File: src/rtl/uart_pkg.sv
// Shared definitions for the N-byte UART link: FSM encodings, inter-character
// timeout and the mid-bit sample point.
package uart_pkg;

  typedef enum logic [2:0] {
    TX_IDLE,
    TX_START,
    TX_DATA,
    TX_PARITY,
    TX_STOP,
    TX_DONE
  } tx_state_e;

  typedef enum logic [2:0] {
    RX_IDLE,
    RX_START,
    RX_DATA,
    RX_PARITY,
    RX_STOP
  } rx_state_e;

  // Bit periods of idle line after a character before a partial packet is dropped.
  localparam int unsigned TIMEOUT_BITS = 4;

  function automatic int unsigned mid_bit_count(input int unsigned clks_per_bit);
    return clks_per_bit / 2;
  endfunction

endpackage

File: src/rtl/uart_bit_timer.sv
// Free-running bit-period counter with synchronous reload; flags the last
// cycle of each bit period and the mid-bit sample point.
module uart_bit_timer
  import uart_pkg::*;
#(
  parameter int unsigned CLKS_PER_BIT = 16,
  parameter int unsigned LOAD_VAL     = 0
) (
  input  logic clk,
  input  logic rst_n,
  input  logic load_i,
  output logic bit_end_o,
  output logic mid_o
);

  localparam int unsigned   CW    = (CLKS_PER_BIT > 1) ? $clog2(CLKS_PER_BIT) : 1;
  localparam logic [CW-1:0] LAST  = CW'(CLKS_PER_BIT - 1);
  localparam logic [CW-1:0] MID   = CW'(mid_bit_count(CLKS_PER_BIT));
  localparam logic [CW-1:0] LOADV = CW'(LOAD_VAL);

  logic [CW-1:0] cnt_q, cnt_d;

  // NOTE: cnt_d is assigned on every path, so no latch is inferred.
  always_comb begin
    if (load_i)              cnt_d = LOADV;
    else if (cnt_q == LAST)  cnt_d = '0;
    else                     cnt_d = cnt_q + CW'(1);
  end

  // NOTE: sequential state is updated with non-blocking assignments only.
  always_ff @(posedge clk or negedge rst_n) begin
    if (!rst_n) cnt_q <= '0;
    else        cnt_q <= cnt_d;
  end

  assign bit_end_o = (cnt_q == LAST);
  assign mid_o     = (cnt_q == MID);

endmodule

File: src/rtl/uart_nbyte_link.sv
// Packet UART: sends/receives NBYTES characters back-to-back, with optional
// internal loopback. Define UART_PARITY_EN to add a parity bit per character.
module uart_nbyte_link
  import uart_pkg::*;
#(
  parameter int unsigned NBYTES       = 8,
  parameter int unsigned DBITS        = 8,
  parameter int unsigned CLKS_PER_BIT = 16,
  parameter bit          PARITY_ODD   = 1'b0
) (
  input  logic                    clk,
  input  logic                    reset,
  input  logic                    tx_start,
  input  logic [NBYTES*DBITS-1:0] tx_data,
  output logic                    tx_busy,
  output logic                    tx_done,
  output logic                    txd,
  input  logic                    rxd,
  input  logic                    loopback_en,
  output logic [NBYTES*DBITS-1:0] rx_data,
  output logic                    rx_valid,
  output logic                    rx_frame_err,
  output logic                    rx_parity_err
);

  localparam int unsigned   PW        = NBYTES * DBITS;
  localparam int unsigned   BW        = $clog2(DBITS);
  localparam int unsigned   NW        = (NBYTES > 1) ? $clog2(NBYTES) : 1;
  localparam int unsigned   TW        = $clog2(TIMEOUT_BITS + 1);
  localparam logic [BW-1:0] LAST_BIT  = BW'(DBITS - 1);
  localparam logic [NW-1:0] LAST_BYTE = NW'(NBYTES - 1);

  // ---------------- transmitter ----------------
  tx_state_e     tx_state_q;
  logic [PW-1:0] tx_sh_q;
  logic [BW-1:0] tx_bit_q;
  logic [NW-1:0] tx_byte_q;
  logic          txd_q, tx_busy_q, tx_done_q;
  logic          tx_load, tx_bit_end, tx_mid_unused;
`ifdef UART_PARITY_EN
  logic          tx_par_q;
`else
  localparam bit unused_parity_odd = PARITY_ODD;
`endif

  assign tx_load = (tx_state_q == TX_IDLE) || (tx_state_q == TX_DONE);

  uart_bit_timer #(.CLKS_PER_BIT(CLKS_PER_BIT), .LOAD_VAL(0)) u_tx_timer (
    .clk(clk), .rst_n(reset), .load_i(tx_load),
    .bit_end_o(tx_bit_end), .mid_o(tx_mid_unused)
  );

  always_ff @(posedge clk or negedge reset) begin
    if (!reset) begin
      tx_state_q <= TX_IDLE;
      tx_sh_q    <= '0;
      tx_bit_q   <= '0;
      tx_byte_q  <= '0;
      txd_q      <= 1'b1;
      tx_busy_q  <= 1'b0;
      tx_done_q  <= 1'b0;
`ifdef UART_PARITY_EN
      tx_par_q   <= 1'b0;
`endif
    end else begin
      tx_done_q <= 1'b0;
      case (tx_state_q)
        TX_IDLE, TX_DONE: begin
          tx_state_q <= TX_IDLE;
          if (tx_start) begin
            tx_state_q <= TX_START;
            tx_sh_q    <= tx_data;
            tx_byte_q  <= '0;
            txd_q      <= 1'b0;
            tx_busy_q  <= 1'b1;
          end
        end
        TX_START: if (tx_bit_end) begin
          tx_state_q <= TX_DATA;
          tx_bit_q   <= '0;
          txd_q      <= tx_sh_q[0];
`ifdef UART_PARITY_EN
          tx_par_q   <= (^tx_sh_q[DBITS-1:0]) ^ PARITY_ODD;
`endif
        end
        TX_DATA: if (tx_bit_end) begin
          tx_sh_q <= tx_sh_q >> 1;
          if (tx_bit_q == LAST_BIT) begin
`ifdef UART_PARITY_EN
            tx_state_q <= TX_PARITY;
            txd_q      <= tx_par_q;
`else
            tx_state_q <= TX_STOP;
            txd_q      <= 1'b1;
`endif
          end else begin
            tx_bit_q <= tx_bit_q + BW'(1);
            txd_q    <= tx_sh_q[1];
          end
        end
`ifdef UART_PARITY_EN
        TX_PARITY: if (tx_bit_end) begin
          tx_state_q <= TX_STOP;
          txd_q      <= 1'b1;
        end
`endif
        TX_STOP: if (tx_bit_end) begin
          if (tx_byte_q == LAST_BYTE) begin
            tx_state_q <= TX_DONE;
            tx_done_q  <= 1'b1;
            tx_busy_q  <= 1'b0;
          end else begin
            tx_state_q <= TX_START;
            tx_byte_q  <= tx_byte_q + NW'(1);
            txd_q      <= 1'b0;
          end
        end
        default: tx_state_q <= TX_IDLE;
      endcase
    end
  end

  assign txd     = txd_q;
  assign tx_busy = tx_busy_q;
  assign tx_done = tx_done_q;

  // ---------------- receiver ----------------
  rx_state_e     rx_state_q;
  logic          sync1_q, sync2_q, line_prev_q;
  logic [PW-1:0] rx_sh_q, rx_data_q;
  logic [BW-1:0] rx_bit_q;
  logic [NW-1:0] rx_byte_q;
  logic [TW-1:0] rx_idle_q;
  logic          rx_ferr_acc_q, rx_valid_q, rx_frame_err_q;
  logic          rx_fall, rx_load, rx_bit_end, rx_mid;
`ifdef UART_PARITY_EN
  logic          rx_perr_acc_q, rx_parity_err_q;
`endif

  // Synchroniser idles high so reset release never looks like a start edge.
  always_ff @(posedge clk or negedge reset) begin
    if (!reset) begin
      sync1_q     <= 1'b1;
      sync2_q     <= 1'b1;
      line_prev_q <= 1'b1;
    end else begin
      sync1_q     <= loopback_en ? txd_q : rxd;
      sync2_q     <= sync1_q;
      line_prev_q <= sync2_q;
    end
  end

  assign rx_fall = line_prev_q & ~sync2_q;
  // Reload to 1 so the count equals the position within the start bit.
  assign rx_load = (rx_state_q == RX_IDLE) && rx_fall;

  uart_bit_timer #(.CLKS_PER_BIT(CLKS_PER_BIT), .LOAD_VAL(1)) u_rx_timer (
    .clk(clk), .rst_n(reset), .load_i(rx_load),
    .bit_end_o(rx_bit_end), .mid_o(rx_mid)
  );

  always_ff @(posedge clk or negedge reset) begin
    if (!reset) begin
      rx_state_q      <= RX_IDLE;
      rx_sh_q         <= '0;
      rx_data_q       <= '0;
      rx_bit_q        <= '0;
      rx_byte_q       <= '0;
      rx_idle_q       <= '0;
      rx_ferr_acc_q   <= 1'b0;
      rx_valid_q      <= 1'b0;
      rx_frame_err_q  <= 1'b0;
`ifdef UART_PARITY_EN
      rx_perr_acc_q   <= 1'b0;
      rx_parity_err_q <= 1'b0;
`endif
    end else begin
      rx_valid_q     <= 1'b0;
      rx_frame_err_q <= 1'b0;
`ifdef UART_PARITY_EN
      rx_parity_err_q <= 1'b0;
`endif
      case (rx_state_q)
        RX_IDLE: begin
          if (rx_fall) begin
            rx_state_q <= RX_START;
          end else if (rx_bit_end && (rx_byte_q != '0)) begin
            if (rx_idle_q == TW'(TIMEOUT_BITS)) begin
              rx_byte_q     <= '0;
              rx_ferr_acc_q <= 1'b0;
`ifdef UART_PARITY_EN
              rx_perr_acc_q <= 1'b0;
`endif
            end else begin
              rx_idle_q <= rx_idle_q + TW'(1);
            end
          end
        end
        RX_START: if (rx_mid) begin
          rx_state_q <= sync2_q ? RX_IDLE : RX_DATA;
          rx_bit_q   <= '0;
        end
        RX_DATA: if (rx_mid) begin
          rx_sh_q <= {sync2_q, rx_sh_q[PW-1:1]};
          if (rx_bit_q == LAST_BIT) begin
`ifdef UART_PARITY_EN
            rx_state_q <= RX_PARITY;
`else
            rx_state_q <= RX_STOP;
`endif
          end else begin
            rx_bit_q <= rx_bit_q + BW'(1);
          end
        end
`ifdef UART_PARITY_EN
        RX_PARITY: if (rx_mid) begin
          rx_state_q <= RX_STOP;
          if (sync2_q != ((^rx_sh_q[PW-1 -: DBITS]) ^ PARITY_ODD)) rx_perr_acc_q <= 1'b1;
        end
`endif
        RX_STOP: if (rx_mid) begin
          rx_state_q <= RX_IDLE;
          rx_idle_q  <= '0;
          if (rx_byte_q == LAST_BYTE) begin
            rx_data_q       <= rx_sh_q;
            rx_valid_q      <= 1'b1;
            rx_frame_err_q  <= rx_ferr_acc_q | ~sync2_q;
            rx_byte_q       <= '0;
            rx_ferr_acc_q   <= 1'b0;
`ifdef UART_PARITY_EN
            rx_parity_err_q <= rx_perr_acc_q;
            rx_perr_acc_q   <= 1'b0;
`endif
          end else begin
            rx_byte_q     <= rx_byte_q + NW'(1);
            rx_ferr_acc_q <= rx_ferr_acc_q | ~sync2_q;
          end
        end
        default: rx_state_q <= RX_IDLE;
      endcase
    end
  end

  assign rx_data      = rx_data_q;
  assign rx_valid     = rx_valid_q;
  assign rx_frame_err = rx_frame_err_q;
`ifdef UART_PARITY_EN
  assign rx_parity_err = rx_parity_err_q;
`else
  assign rx_parity_err = 1'b0;
`endif

endmodule

File: config.mk
export PLATFORM = sky130hd
export DESIGN_NAME = uart_nbyte_link
export DESIGN_NICKNAME = d
export VERILOG_FILES = /design/src/rtl/uart_pkg.sv /design/src/rtl/uart_bit_timer.sv /design/src/rtl/uart_nbyte_link.sv
export SDC_FILE = /design/constraint.sdc
export NUM_CORES = 1
export LEC_CHECK = 0
export BUFFER_PORTS_ARGS = -buffer_cell sky130_fd_sc_hd__buf_2
export CORE_AREA = 10 10 152 154
export CTS_BUF_LIST = sky130_fd_sc_hd__clkbuf_8
export DETAILED_ROUTE_END_ITERATION = 8
export DIE_AREA = 0 0 162 164
export MAX_ROUTING_LAYER = met4
export PLACE_DENSITY = 0.77
export SLEW_MARGIN = 10
export SYNTH_ARGS = -nofsm -noshare
export SYNTH_HDL_FRONTEND = slang
export SYNTH_SLANG_ARGS = --single-unit
export TNS_END_PERCENT = 5
File: constraint.sdc
create_clock -name clk -period 2.6 [get_ports clk]
set_clock_uncertainty 0.1 [all_clocks]
set_input_delay 0.26 -clock clk [delete_from_list [all_inputs] [get_ports clk]]
set_output_delay 0.26 -clock clk [all_outputs]
set_load 0.1 [all_outputs]
[Word-level counts from Yosys, hierarchy flattened]
Index checks and enable logic that the tools add are counted.
Word-level totals
  input port bits: 69
  logic and storage cells: 158
  ROM bits: 0
  RAM bits: 0
  memories kept: 0
  register bits after elaboration: 230
  latch bits: 0
Operators by class
  magnitude comparators: 0
  shifts and indexed selects: 0
  $add $sub $neg: 7
  bitwise logic cells: 3
  reduce and logical (&&, ||, !) cells: 25
  eq/ne operators: 33
  mux-type cells: 69
  $mul: 0
  divide/modulo/power cells: 0
Operators by type and width (number)
  $mux W64: 2
  $pmux W64 S2: 1
  $mux W3: 26
  $ne A2 B2 Y1 const B: 16
  $pmux W3 S2: 5
  $mux W1: 25
  $eq A3 B3 Y1 const B: 8
  $pmux W3 S4: 2
  $reduce_and A4 Y1: 5
  $mux W4: 4
  $add A3 B1 Y3 const B: 5
  $reduce_and A5 Y1: 3
  $eq A4 B4 Y1 const B: 3
  $reduce_bool A2 Y1: 5
  $add A4 B1 Y4 const B: 2
  $eq A3 B1 Y1 const B: 2
  $eq A3 B2 Y1 const B: 2
  $logic_not A3 Y1: 2
  $reduce_and A3 Y1: 2
  $reduce_and A6 Y1: 1
  $ne A2 B1 Y1 const B: 2
  $pmux W1 S2: 2
  $pmux W1 S4: 1
  $reduce_bool A4 Y1: 1
  9 further kinds: 10

[Depth between registers and ports, before layout]
  depth after elaboration: 5
  mapped depth: 9

[Cells and area by module]
A second synthesis with hierarchy kept.
Unflattened totals
  cell total of the unflattened synthesis: 743
  area, all modules: 9872.0 sq um
By module, submodules not included
  uart_nbyte_link: cells an instance 707, instances 1, area each 9470.3 sq um
  uart_bit_timer (u_rx_timer): cells an instance 17, instances 1, area each 203.9 sq um
  uart_bit_timer (u_tx_timer): cells an instance 19, instances 1, area each 197.7 sq um

[Worst setup path before layout]
OpenSTA, ideal clock, no wires.
  path kind: reg-to-reg
  start: register u_rx_timer.cnt_q[0]
  end: register rx_data_q[10] (netlist: rx_data[10])
  data arrival time: 1766 ps
  path slack: 608 ps
  cell stages (with the launch flop): 10
  required time: 2375 ps
  library setup time: 125 ps
  clock period less this slack: 1992 ps
  cells stage by stage: dfrtp_1 inv_1 ha_1 and3b_1 buf_4 and3_4 nand2_2 buf_6 buf_6 mux2_4
Between the ends
  cells in the longest elaborated chain, start to end: 2
Ends and longest elaborated chain
  start, declared: line uart_bit_timer.sv:21  | logic [CW-1:0] cnt_q, cnt_d;
  start signal, assigned: line uart_bit_timer.sv:33  | else cnt_q <= cnt_d;
  $eq A4 B4 Y1: line uart_bit_timer.sv:37  | assign mid_o = (cnt_q == MID);
  $reduce_and A3 Y1 (no source line)
  end signal, assigned: line uart_nbyte_link.sv:225  | rx_data_q <= rx_sh_q;
  end, declared: line uart_nbyte_link.sv:130  | logic [PW-1:0] rx_sh_q, rx_data_q;
Every way passes these cells.
A chain may end at the register's enable or synchronous reset.

[Worst setup path after layout]
  start: register u_rx_timer.cnt_q[0]
  end: register rx_data_q[60] (netlist: rx_data[60])
The elaborated chain is that of the path after synthesis.

==> key figures <==
Critical path
  • Reg-to-reg critical path endpoint: rx_data[60]
  • Depth of the worst register-to-register path: 7
  • Crit path buf inv count: 2
  • Crit-path leading delay family: simple AND/OR/NAND/NOR gates
  • Slowest stage cell on the critical path: sky130_fd_sc_hd__dfrtp_1
  • Worst Setup End Kind: flop
  • Setup slack on the worst flop-to-flop path: 0.29 ns
  • Setup crit start kind: flop
  • CP peak stage delay: 0.37 ns
  • Crit Path Class: flop to flop
  • Crit path depth: 7
  • Source of the worst register-to-register timing path: u_rx_timer.cnt_q[0]
  • Capturing element of the worst setup path: rx_data[60]
  • Arrival time at the worst endpoint: 2.61 ns
  • Cell-by-cell listing of the critical path: inv_1, ha_1, and3b_1, and3_4, nand2_4, buf_4, mux2_2
  • Crit path required time: 2.89 ns
  • Launching element of the worst setup path: u_rx_timer.cnt_q[0]
  • Worst-path maximum fanout: 21

Logic synthesis
  • Netlist area before placement: 9830 sq um
  • Post-synth EDFFs: 0
  • Post-synth ARST share: 1.00
  • Most frequent cell after synthesis: sky130_fd_sc_hd__dfrtp_1
  • Net count of the mapped netlist: 837
  • Cell type contributing the most total cell area after synthesis: sky130_fd_sc_hd__dfrtp_1
  • Cells taking the most area after synthesis: sky130_fd_sc_hd__dfrtp_1, sky130_fd_sc_hd__mux2_2, sky130_fd_sc_hd__mux2i_1
  • Number of different library cells in the post-synthesis netlist: 48
  • Flip-flop cell with the highest count after synthesis: sky130_fd_sc_hd__dfrtp_1
  • Mean cell area of the mapped netlist: 13.0 sq um
  • Sequential area share after synthesis: 0.586
  • Share of Yosys cell area claimed by the top area cell type: 0.575
  • Gate count of the mapped netlist: 754
  • Leading post-synthesis cells by instance count: sky130_fd_sc_hd__dfrtp_1, sky130_fd_sc_hd__mux2_2, sky130_fd_sc_hd__nand2_1
  • Count of warnings emitted by yosys: 0
  • Synthesis-stage register bit count: 230

Drt
  • Router iterations before antenna repair: 6
  • Routed vias: 6,453
  • Final ANT Viol Nets: 0
  • Average wire per cell in the routed design: 16.0 um
  • Vias per std cell: 5.07
  • First-iteration detailed-routing DRC count: approximately 250
  • DRC viols: 0
  • Final Routed Wirelength: 20,400 um

Place
  • Final HPWL from detailed placement: 13,000 um
  • Number of buffers inserted by port buffering: 137
  • Gp weighted congestion: 0.784
  • DP Area: 10,800 sq um

Clock tree
  • Post-CTS Hold Buffers: between 60 and 70
  • Sink Count: 230
  • Number of gates resized after CTS: 0
  • Level count of the clock H-tree: 2
  • Buffers from clock root to sink, at most: 3
  • CTS Root Buffer Type: sky130_fd_sc_hd__clkbuf_8
  • Clock transition time at the flip-flop clock pins of the worst setup and hold paths: 0.06 ns
  • Insertion delay to the later sink of the worst-skew pair: 0.51 ns
  • CTS Buf Count: 39
  • TritonCTS clock tree: built
  • Number of buffers inserted by post-CTS setup repair: 0

Global routing
  • Overall global routing resource usage: 0.158
  • First-pass GRT wire length: 34,300 um
  • Number of antenna violations at the first check in global routing: 1
  • Sum of overflow across all layers after global routing: 0
  • Via count of the first global-routing pass: 6,967
  • Pin count of the biggest net entering global routing: 98

Die
  • Starting Density: 0.491
  • Width of the die: roughly 160 um
  • Area inside the core boundary: 20,000 sq um
  • # rows: 52
  • Number of top-level design ports: 139
  • Die H: 164 um
  • Die area: 26,600 sq um

Layout
  • Nets: 1,059
  • Final standard cell area without fillers: 12,300 sq um
  • Proportion of layout cells with a drive suffix above 1: 0.349
  • Layout fillers: 1,545
  • Layout overhead on the synthesized area: 25.5%

Outcome
  • Result of the run: finished clean

STA
  • Final Hold Vio Count: 0
  • Transition time of the tightest slew-check pin: 0.638 ns
  • Share of the clock period used by the worst path after layout: 0.890
  • RSZ-0062 raised after global routing: no
  • Slew Limit Headroom: 0.574
  • Final setup violation count: 0
  • Final worst path period need: ~2.3 ns
  • Final-report max-slew violation count: 0
  • Highest achievable clock rate: 432 MHz
  • Post-Route Hold Slack: 0.216 ns
  • Final TNS setup: 0 ns

Power
  • IR drop worst, VDD: 0.379 mV
  • P per Cell Area: 608 nW/um^2
  • Leakage: between 0.006 and 0.007 uW

Run
  • Max-cap viol count: 0

Hold path
  • Worst min-delay path category: primary input to asynchronous set/reset pin
[state kept, by name, indices dropped and copies added, names as in the netlist]
signal,cells
sync1_q,1
tx_busy,1
tx_state_q,3
rx_byte_q,3
tx_sh_q,64
sync2_q,1
rx_bit_q,3
u_rx_timer.cnt_q,4
rx_state_q,3
rx_sh_q,64
line_prev_q,1
rx_ferr_acc_q,1
u_tx_timer.cnt_q,4
rx_data,64
tx_bit_q,3
txd,1
tx_done,1
tx_byte_q,3
rx_frame_err,1
rx_valid,1
rx_idle_q,3
[report_power, final]
group          leakage [uW]  switching, uW  total (uW)  internal [uW]
Sequential          0.00316           55.5        3680           3630
Clock              0.000476           1380        3400           2020
Combinational       0.00316            217         420            204
Total               0.00679           1650        7500           5850
[cell families (layout without fill, tap and decap cells)]
logic type               count (synthesis)  in the layout  synth area share
flip-flops                             230            230             0.586
multiplexers                           194            194             0.229
AND/OR/NAND/NOR                        144            144            0.0649
AO/OA/AOI/OAI                          115            115            0.0684
buffers and inverters                   53            302            0.0314
adder cells (fa/ha/maj)                 14             14            0.0178
XOR/XNOR                                 3              3           0.00267
other                                    1              2          0.000381
[worst register-to-register path, stage by stage (launching register included)]
cell and delay, ns:
sky130_fd_sc_hd__dfrtp_1 0.37, sky130_fd_sc_hd__inv_1 0.08, sky130_fd_sc_hd__ha_1 0.21, sky130_fd_sc_hd__and3b_1 0.26, sky130_fd_sc_hd__and3_4 0.23, sky130_fd_sc_hd__nand2_4 0.29, sky130_fd_sc_hd__buf_4 0.29, sky130_fd_sc_hd__mux2_2 0.37
[worst min-delay path by stage]
stage	cells after the start	to	from	slack [ns]
after floorplan	0	rx_bit_q[0]	reset	-0.14
after global placement	1	rx_sh_q[37]	reset	0.20
after detailed placement	1	rx_sh_q[37]	reset	0.20
after CTS	2	rx_sh_q[37]	reset	0.23
after global routing	2	rx_bit_q[0]	reset	0.27
final	2	rx_bit_q[0]	reset	0.22
[area by class of cell]
cell class | instances | area, sq um | share of cell area
inverters | 12 | 45.0 | 0.00365
multi-input cells | 471 | 3780 | 0.306
well taps | 270 | 338 | 0.0274
diodes | 1 | 2.50 | 0.000203
clock buffers | 50 | 688 | 0.0557
repair buffers | 222 | 1580 | 0.128
flip-flops and latches | 230 | 5760 | 0.467
clock inverters | 18 | 151 | 0.0123
[cell usage in the layout (no fill, tap or decap), types with 5 or more instances in the layout]
cell | netlist | routed
sky130_fd_sc_hd__ha_1 | 14 | 14
sky130_fd_sc_hd__a21oi_1 | 16 | 16
sky130_fd_sc_hd__nand3_1 | 7 | 7
sky130_fd_sc_hd__nand2_1 | 86 | 86
sky130_fd_sc_hd__buf_4 | 15 | 10
sky130_fd_sc_hd__a21o_1 | 6 | 6
sky130_fd_sc_hd__nor2_1 | 22 | 21
sky130_fd_sc_hd__mux2_2 | 89 | 89
sky130_fd_sc_hd__nor2b_1 | 5 | 5
sky130_fd_sc_hd__o21ai_0 | 61 | 61
sky130_fd_sc_hd__nand2b_1 | 5 | 5
sky130_fd_sc_hd__o21ai_1 | 17 | 17
sky130_fd_sc_hd__mux2i_1 | 63 | 63
sky130_fd_sc_hd__inv_1 | 12 | 23
sky130_fd_sc_hd__dlygate4sd3_1 | 0 | 69
sky130_fd_sc_hd__clkbuf_8 | 0 | 50
sky130_fd_sc_hd__buf_2 | 13 | 136
sky130_fd_sc_hd__mux2_4 | 38 | 38
sky130_fd_sc_hd__dfrtp_1 | 226 | 226
sky130_fd_sc_hd__buf_12 | 0 | 6
[metal layers]
layer	GRT usage	wire (um)
met1	0.191	8950
met2	0.253	9740
met3	0.0468	1230
met4	0.0509	469
met5	-	0
[metrics by stage]
step	power (uW)	std cells	utilization	setup slack, ns
floorplan	3910	754	-	0.608
detailed placement	4090	1136	0.540	0.257
CTS	7620	1273	0.616	0.244
global placement	4070	1136	0.540	0.329
global route	7850	1274	0.616	0.167
finish	7500	1274	0.616	0.285
Note: power is estimated with default switching activity, not from simulation.
